[config.mk]
export PLATFORM = sky130hd
export DESIGN_NAME = serial_logic_unit_flat
export DESIGN_NICKNAME = d
export VERILOG_FILES = /design/src/rtl/serial_logic_unit_if.sv /design/src/rtl/serial_logic_unit.sv /design/src/flat_wrapper.sv
export SDC_FILE = /design/constraint.sdc
export NUM_CORES = 1
export LEC_CHECK = 0
export BUFFER_PORTS_ARGS = -buffer_cell sky130_fd_sc_hd__buf_2
export CAP_MARGIN = 30
export CORE_ASPECT_RATIO = 1.75
export CORE_MARGIN = 2
export CORE_UTILIZATION = 40
export CTS_BUF_LIST = sky130_fd_sc_hd__clkbuf_8
export DETAILED_ROUTE_END_ITERATION = 10
export MAX_ROUTING_LAYER = met4
export PLACE_DENSITY = 0.59
export SLEW_MARGIN = 40
export SYNTH_ARGS = -nofsm -noshare
export SYNTH_HDL_FRONTEND = slang
export SYNTH_SLANG_ARGS = --single-unit
[constraint.sdc]
create_clock -name clk -period 1.9 [get_ports clk]
set_clock_uncertainty 0.15 [all_clocks]
set_input_delay 0.285 -clock clk [delete_from_list [all_inputs] [get_ports clk]]
set_output_delay 0.285 -clock clk [all_outputs]
set_load 0.03 [all_outputs]
[src/rtl/serial_logic_unit_if.sv]
// Request/result bundle for the bit-serial logic unit: operands and op in,
// busy/done handshake and word-level result out.
interface serial_logic_unit_if #(
  parameter int unsigned WIDTH = 8
);
  logic             start;
  logic [1:0]       op;
  logic [WIDTH-1:0] a;
  logic [WIDTH-1:0] b;
  logic             busy;
  logic             done;
  logic [WIDTH-1:0] result;
  logic             carry_out;

  modport master (
    output start, op, a, b,
    input  busy, done, result, carry_out
  );

  modport slave (
    input  start, op, a, b,
    output busy, done, result, carry_out
  );
endinterface

[src/rtl/serial_logic_unit.sv]
// Bit-serial AND/OR/XOR/ADD unit: one operand bit pair per clock, LSB first,
// result assembled in a right-shifting accumulator and published on completion.
module serial_logic_unit #(
  parameter int unsigned WIDTH = 8
) (
  input  logic                 clk,
  input  logic                 rst_n,
  serial_logic_unit_if.slave   bus
);
  localparam int unsigned CNT_W = $clog2(WIDTH) + 1;

  typedef enum logic [1:0] {IDLE, SHIFT, DONE} state_t;
  typedef enum logic [1:0] {OP_AND = 2'b00, OP_OR = 2'b01, OP_XOR = 2'b10, OP_ADD = 2'b11} op_t;

  state_t           state, state_nxt;
  op_t              opr;
  logic [WIDTH-1:0] sa, sb, acc, acc_nxt, res_q;
  logic [CNT_W-1:0] cnt;
  logic             carry, carry_nxt, cout_q;
  logic             load, last, bit_val;

  always_comb begin
    state_nxt = state;
    load      = 1'b0;
    last      = 1'b0;
    unique case (state)
      IDLE: begin
        if (bus.start) begin
          load      = 1'b1;
          state_nxt = SHIFT;
        end
      end
      SHIFT: begin
        if (cnt == CNT_W'(WIDTH - 1)) begin
          last      = 1'b1;
          state_nxt = DONE;
        end
      end
      DONE: begin
        // Back-to-back start skips IDLE entirely
        load      = bus.start;
        state_nxt = bus.start ? SHIFT : IDLE;
      end
      default: state_nxt = IDLE;
    endcase
  end

  always_comb begin
    bit_val   = 1'b0;
    carry_nxt = 1'b0;
    unique case (opr)
      OP_AND: bit_val = sa[0] & sb[0];
      OP_OR:  bit_val = sa[0] | sb[0];
      OP_XOR: bit_val = sa[0] ^ sb[0];
      OP_ADD: begin
        bit_val   = sa[0] ^ sb[0] ^ carry;
        carry_nxt = (sa[0] & sb[0]) | (sa[0] & carry) | (sb[0] & carry);
      end
      default: bit_val = 1'b0;
    endcase
    acc_nxt = {bit_val, acc[WIDTH-1:1]};
  end

  always_ff @(posedge clk or negedge rst_n) begin
    if (!rst_n) state <= IDLE;
    else        state <= state_nxt;
  end

  always_ff @(posedge clk or negedge rst_n) begin
    if (!rst_n) begin
      sa     <= '0;
      sb     <= '0;
      acc    <= '0;
      opr    <= OP_AND;
      cnt    <= '0;
      carry  <= 1'b0;
      res_q  <= '0;
      cout_q <= 1'b0;
    end else if (load) begin
      sa    <= bus.a;
      sb    <= bus.b;
      opr   <= op_t'(bus.op);
      cnt   <= '0;
      carry <= 1'b0;
    end else if (state == SHIFT) begin
      sa    <= sa >> 1;
      sb    <= sb >> 1;
      acc   <= acc_nxt;
      carry <= carry_nxt;
      if (last) begin
        res_q  <= acc_nxt;
        cout_q <= (opr == OP_ADD) & carry_nxt;
      end else begin
        cnt <= cnt + 1'b1;
      end
    end
  end

  assign bus.busy      = (state == SHIFT);
  assign bus.done      = (state == DONE);
  assign bus.result    = res_q;
  assign bus.carry_out = cout_q;
endmodule

[src/flat_wrapper.sv]
// flat-port wrapper written by rule: the top's interface ports become plain ports
module serial_logic_unit_flat 
#(
  parameter int unsigned WIDTH = 8
)
  (clk, rst_n, bus_start, bus_op, bus_a, bus_b, bus_busy, bus_done, bus_result, bus_carry_out);
  serial_logic_unit_if #(.WIDTH(WIDTH)) bus_i ();
  input  logic clk;
  input  logic rst_n;
  input wire logic [$bits(bus_i.start)-1:0] bus_start;
  input wire logic [$bits(bus_i.op)-1:0] bus_op;
  input wire logic [$bits(bus_i.a)-1:0] bus_a;
  input wire logic [$bits(bus_i.b)-1:0] bus_b;
  output wire logic [$bits(bus_i.busy)-1:0] bus_busy;
  output wire logic [$bits(bus_i.done)-1:0] bus_done;
  output wire logic [$bits(bus_i.result)-1:0] bus_result;
  output wire logic [$bits(bus_i.carry_out)-1:0] bus_carry_out;
  assign bus_i.start = bus_start;
  assign bus_i.op = bus_op;
  assign bus_i.a = bus_a;
  assign bus_i.b = bus_b;
  assign bus_busy = bus_i.busy;
  assign bus_done = bus_i.done;
  assign bus_result = bus_i.result;
  assign bus_carry_out = bus_i.carry_out;
  serial_logic_unit #(.WIDTH(WIDTH)) u_core (.clk(clk), .rst_n(rst_n), .bus(bus_i));
endmodule
==> results of run 1 <==
## kinds of logic after synthesis
family                     synth area share
AOI/OAI and AO/OA                    0.0935
adders and majority gates            0.0321
buffers and inverters                0.0377
DFF                                   0.572
muxes                                0.0907
and+or+nand+nor                       0.174
## sequential cells by signal, summed over array words and instances (netlist names)
name and cells:
u_core.bus.result 8, u_core.sa 8, u_core.sb 8, u_core.acc 7
u_core.cnt 4, u_core.opr 2, u_core.state 2, u_core.bus.carry_out 1
u_core.carry 1
## cell usage after synthesis (3+ instances only)
| cell type | instances | area, µm² |
|---|---|---|
| ha_1 | 3 | 37.5 |
| a22oi_1 | 12 | 90.1 |
| mux2_2 | 8 | 90.1 |
| nand3_1 | 14 | 70.1 |
| a22o_1 | 3 | 26.3 |
| inv_1 | 3 | 11.3 |
| buf_2 | 6 | 30.0 |
| dfrtp_1 | 41 | 1030 |
| nand2_1 | 38 | 143 |
## layout make-up
cell class,count,share of cell area
flip-flops and latches,41,0.485
multi-input cells,101,0.331
repair buffers,39,0.103
clock buffers,6,0.0390
well taps,51,0.0302
inverters,4,0.00828
clock inverters,1,0.00355
## worst max-delay path, stage by stage (launching register included)
cell	delay (ps)
dfrtp_1	400
fa_1	490
mux4_2	500
mux2_4	270
## power by group through the flow
stage	combinational, mW	clock (mW)	sequential, mW
2_1_floorplan	0.988	0	1.62
3_3_place_gp	1.38	0	1.49
3_5_place_dp	1.46	0	1.53
4_1_cts	1.48	0.586	1.51
5_1_grt	1.66	0.616	1.56
6_report	1.47	0.564	1.51
## layout by cell type (no fill, tap or decap)
master	count
nor2_1	1
ha_1	3
nand2b_1	1
inv_1	3
fa_1	1
inv_4	1
nor3_1	2
a221o_1	2
nand3b_4	1
dlygate4sd3_1	1
nand2_1	38
buf_2	31
nor2b_1	2
and3_2	1
and3_1	1
a22oi_1	12
buf_4	7
mux2_2	8
a22o_1	3
nand2b_4	1
mux2i_1	2
clkbuf_8	6
nor2_8	1
o31ai_1	1
a21o_1	1
a31o_2	1
mux4_2	1
clkinvlp_4	1
o211ai_1	1
dfrtp_1	41
mux2_4	2
nand3_1	14
## through the flow
step	std cells	setup WS [ps]	instance area (µm²)	total power, mW
6_report	243	-20.7	2120	3.54
5_1_grt	243	-60.2	2120	3.83
4_1_cts	241	-30.1	2100	3.57
3_5_place_dp	232	-15.2	1990	2.99
3_3_place_gp	232	50.7	1990	2.88
2_1_floorplan	155	59.2	1790	2.61
## worst paths after layout
check | endpoint | startpoint | cells after the start
setup / recovery | u_core.bus.result[7] | u_core.carry | 3
hold / removal | u_core.opr[0] | bus_op[0] | 3
setup reg to reg | u_core.bus.result[7] | u_core.carry | 3
hold reg to reg | u_core.acc[1] | u_core.acc[1] | 2
max in group asynchronous | u_core.acc[7] | rst_n | 3
min in group asynchronous | u_core.cnt[1] | rst_n | 3
## timing repair
| item | in CTS | in global routing |
|---|---|---|
| setup endpoints to repair | 3 | 2 |
| buffers inserted | 1 | 2 |
| gates resized for setup | 1 | 0 |
| hold buffers | 1 | 0 |
| endpoints found under the hold margin | 41 | 0 |
## metal layers
metal,vias to the layer above,routed length [µm]
li1,609,-
met1,627,1370
met2,38,1870
met3,6,183
met4,0,63
met5,-,0
==> flow_metrics.tcl, run 1 <==
set metrics [dict create \
    status "finished, violations left" \
    violations "setup timing" \
    critical_path_required_ps 1920 \
    die-area_um2 5060 \
    area_growth_pct 17.9 \
    core-area_um2 4360 \
    crit_type "reg2reg" \
    final-seq-area_um2 1030 \
    syn_nets 180 \
    worstHoldPathType "in2reg" \
    synth-edff-count 0 \
    cp_max_fo 2 \
    grt_pass1_vias 1323 \
    cts_root_buf "clkbuf_8" \
    finalCritPeriodShare 1.01 \
    fin_tns_setup_ps -39.8 \
    diodes 0 \
    top_usage_layer "met2" \
    setup_violations 2 \
    die_h_um 92.6 \
    num_vias 1280 \
    critPathArrivalTime_ps 1940 \
    worstSetupEndpointType "register" \
    synth_cells 155 \
    holdWs_ps 50.6 \
    r2r_slack_ps -20 \
    numCtsBuffers 5 \
    ios 32 \
    grt_use_met3 0.0387 \
    clock_sinks 41 \
    p_comb_frac 0.414 \
    drt_iter0_drc 30 \
    multi_input_area_um2 701 \
    gp_congestion 0.688 \
    startpoint_type "register" \
    drc 0 \
    p_int_mw 2.17 \
    num_rows 32 \
    avgSynthCellArea_um2 11.6 \
    maxCapViolations 0 \
    io_buffers 31 \
    synth_area_um2 1790 \
    worst_slack_ps -20.7 \
    ys_ff_latch 41 \
    max_freq_mhz 521 \
    swShare 0.388 \
    fill_cells 412 \
    firstDrtPassIters 4 \
    final_nets 217 \
    hold_violations 0 \
    yosysWarnings 0 \
    clk_latency_ps 290 \
    cts_buffer_depth 2 \
    final_core_util 0.485 \
    overflow 0 \
    wirelength_um 3480 \
    via_per_inst 5.27 \
    wl_per_cell_um 14.3 \
    rsz0062_at_grt "true" \
    gr-usage-met2 0.267 \
    slew_viol_final 0 \
    drive_gt1_frac 0.323 \
    grt_pass1_wl_um 6020 \
    antenna_found_initial 0 \
    worst_slew_pin_slew_ps 692 \
    die_w_um 54.6 \
    clkTransAtPathRegs_ps 70 \
    seqPwrFrac 0.426 \
    powerDensity_nw_per_um2 1670 \
    ys.flop_type "dfrtp_1" \
    dp_hpwl_um 2550 \
    track_usage 0.166 \
    slew_headroom 0.539 \
    groute.layer.met1.usage 0.197 \
    ant_nets 0 \
    leakage_nw 1.12 \
    grt_max_degree 42 \
    period_needed_ps 1920 \
    h-tree-depth 2 \
    p_switching_mw 1.37 \
    start_util 0.411 \
    async_reset_ff_frac 1.00 \
    ir_worst_vdd_v 0.000809 \
    ys_types 31 \
    cts_tree "done" \
    clkPwrFrac 0.160 \
    synth_seq_area_share 0.572 \
]
Note: power is estimated with default switching activity, not from simulation.
==> run 2, diff against run 1 <==
--- a/config.mk
+++ b/config.mk
@@ -5,15 +5,15 @@
 export SDC_FILE = /design/constraint.sdc
 export NUM_CORES = 1
 export LEC_CHECK = 0
-export BUFFER_PORTS_ARGS = -buffer_cell sky130_fd_sc_hd__buf_2
 export CAP_MARGIN = 30
 export CORE_ASPECT_RATIO = 1.75
 export CORE_MARGIN = 2
 export CORE_UTILIZATION = 40
 export CTS_BUF_LIST = sky130_fd_sc_hd__clkbuf_8
 export DETAILED_ROUTE_END_ITERATION = 10
+export DONT_BUFFER_PORTS = 1
 export MAX_ROUTING_LAYER = met4
-export PLACE_DENSITY = 0.59
+export PLACE_DENSITY = 0.52
 export SLEW_MARGIN = 40
 export SYNTH_ARGS = -nofsm -noshare
 export SYNTH_HDL_FRONTEND = slang
==> flow_metrics.tcl, run 2 (synthesized netlist as in run 1, its figures left out) <==
set metrics [dict create \
    status "finished, violations left" \
    violations "setup timing" \
    io_buffers 0 \
    area_growth_pct 21.5 \
    period_needed_ps 1910 \
    grt_pass1_wl_um 6330 \
    wirelength_um 3750 \
    layout_commonest_cell "dfrtp_1" \
    cts_buffer_depth 2 \
    die-area_um2 5060 \
    dp_hpwl_um 2550 \
    clk_latency_ps 300 \
    core-area_um2 4360 \
    leakage_nw 1.09 \
    wl_per_cell_um 16.2 \
    fill_cells 417 \
    numCtsBuffers 5 \
    top_usage_layer "met2" \
    critical_path_required_ps 1920 \
    slew_headroom 0.691 \
    cts_tree "done" \
    clkTransAtPathRegs_ps 90 \
    overflow 0 \
    cp_cell_sequence "fa_1 -> mux4_2 -> mux2_4" \
    r2r_slack_ps -10 \
    drt_iter0_drc 61 \
    crit_type "reg2reg" \
    final_cell_mix "41 x dfrtp_1, 38 x nand2_1, 19 x dlygate4sd3_1" \
    p_total_mw 3.64 \
    firstDrtPassIters 4 \
    maxCapViolations 0 \
    antenna_found_initial 0 \
    final_nets 205 \
    worstHoldPathType "in2reg" \
    num_vias 1247 \
    worst_slack_ps -13.1 \
    ir_worst_vdd_v 0.000864 \
    cts_root_buf "clkbuf_8" \
    drive_gt1_frac 0.182 \
    hold_violations 0 \
    powerDensity_nw_per_um2 1670 \
    finalCritPeriodShare 1.01 \
    gp_congestion 0.731 \
    ant_nets 0 \
    via_per_inst 5.38 \
    die_h_um 92.6 \
    rsz0062_at_grt "true" \
    die_w_um 54.6 \
    critical_path.slowest_cell "mux4_2" \
    clock_sinks 41 \
    cp_max_fo 3 \
    grt_use_met3 0.0339 \
    h-tree-depth 2 \
    critPathArrivalTime_ps 1940 \
    grt_pass1_vias 1347 \
    cp_top_family "multiplexers" \
    worst_slew_pin_slew_ps 462 \
    diodes 0 \
    cpPeakStageDelay_ps 490 \
    drc 0 \
    slew_viol_final 0 \
    worstSetupEndpointType "register" \
    groute.layer.met1.usage 0.211 \
    path_buf_inv 0 \
    num_rows 32 \
    final_core_util 0.500 \
    grt_max_degree 42 \
    setup_violations 2 \
    startpoint_type "register" \
    max_freq_mhz 523 \
    start_util 0.411 \
    gr-usage-met2 0.283 \
    ios 32 \
    fin_tns_setup_ps -23.0 \
    track_usage 0.175 \
]
-- run 2: worst min-delay path, cell delays in order --
cell and delay [ps]:
nand2b_1 40, buf_4 190, nand2_1 80, nand2_1 50
-- run 2: stage by stage --
| step | instance area, µm² | std cells | setup slack, ps | hold WS, ps |
|---|---|---|---|---|
| detailed placement | 1850 | 203 | -3.39 | -160 |
| global placement | 1850 | 203 | 48.1 | -160 |
| floorplan | 1790 | 155 | 59.2 | -161 |
| global route | 2180 | 232 | -54.7 | 246 |
| finish | 2180 | 232 | -13.1 | 230 |
| CTS | 2180 | 232 | -25.6 | 228 |
-- run 2: layout make-up --
type,instances,area (µm²),share of cell area
Clock buffer,5,68.8,0.0316
Multi-Input combinational cell,101,701,0.321
Inverter,4,15.0,0.00688
Timing Repair Buffer,27,263,0.120
Sequential cell,41,1030,0.470
Tap cell,51,63.8,0.0293
Clock inverter,3,43.8,0.0201
-- run 2: where the power goes --
group	total, mW	switching, mW	leakage (nW)	internal (mW)
clock network	0.712	0.318	0.0585	0.394
logic	1.25	0.656	0.506	0.592
registers	1.68	0.428	0.524	1.25
total	3.64	1.40	1.09	2.23
-- run 2: final timing paths --
path | start | endpoint | cells after the start
max in group asynchronous | rst_n | u_core.sb[2] | 2
min in group asynchronous | rst_n | u_core.bus.result[4] | 2
max | u_core.sb[0] | u_core.acc[7] | 3
min | bus_start | u_core.opr[0] | 4
max reg2reg | u_core.sb[0] | u_core.acc[7] | 3
min reg2reg | u_core.acc[1] | u_core.acc[1] | 2
-- run 2: repair_timing --
action,in CTS,in global routing
gates cloned,0,0
pin swaps,1,0
hold buffers,20,0
gates resized for setup,0,0
endpoints found under the hold margin,59,0
setup buffers,1,0
endpoints found under the setup margin,2,2
-- run 2: metal layers --
layer,share of wire,up-vias
met5,0,-
li1,-,584
met1,0.39,635
met3,0.032,5
met2,0.56,23
met4,0.017,0
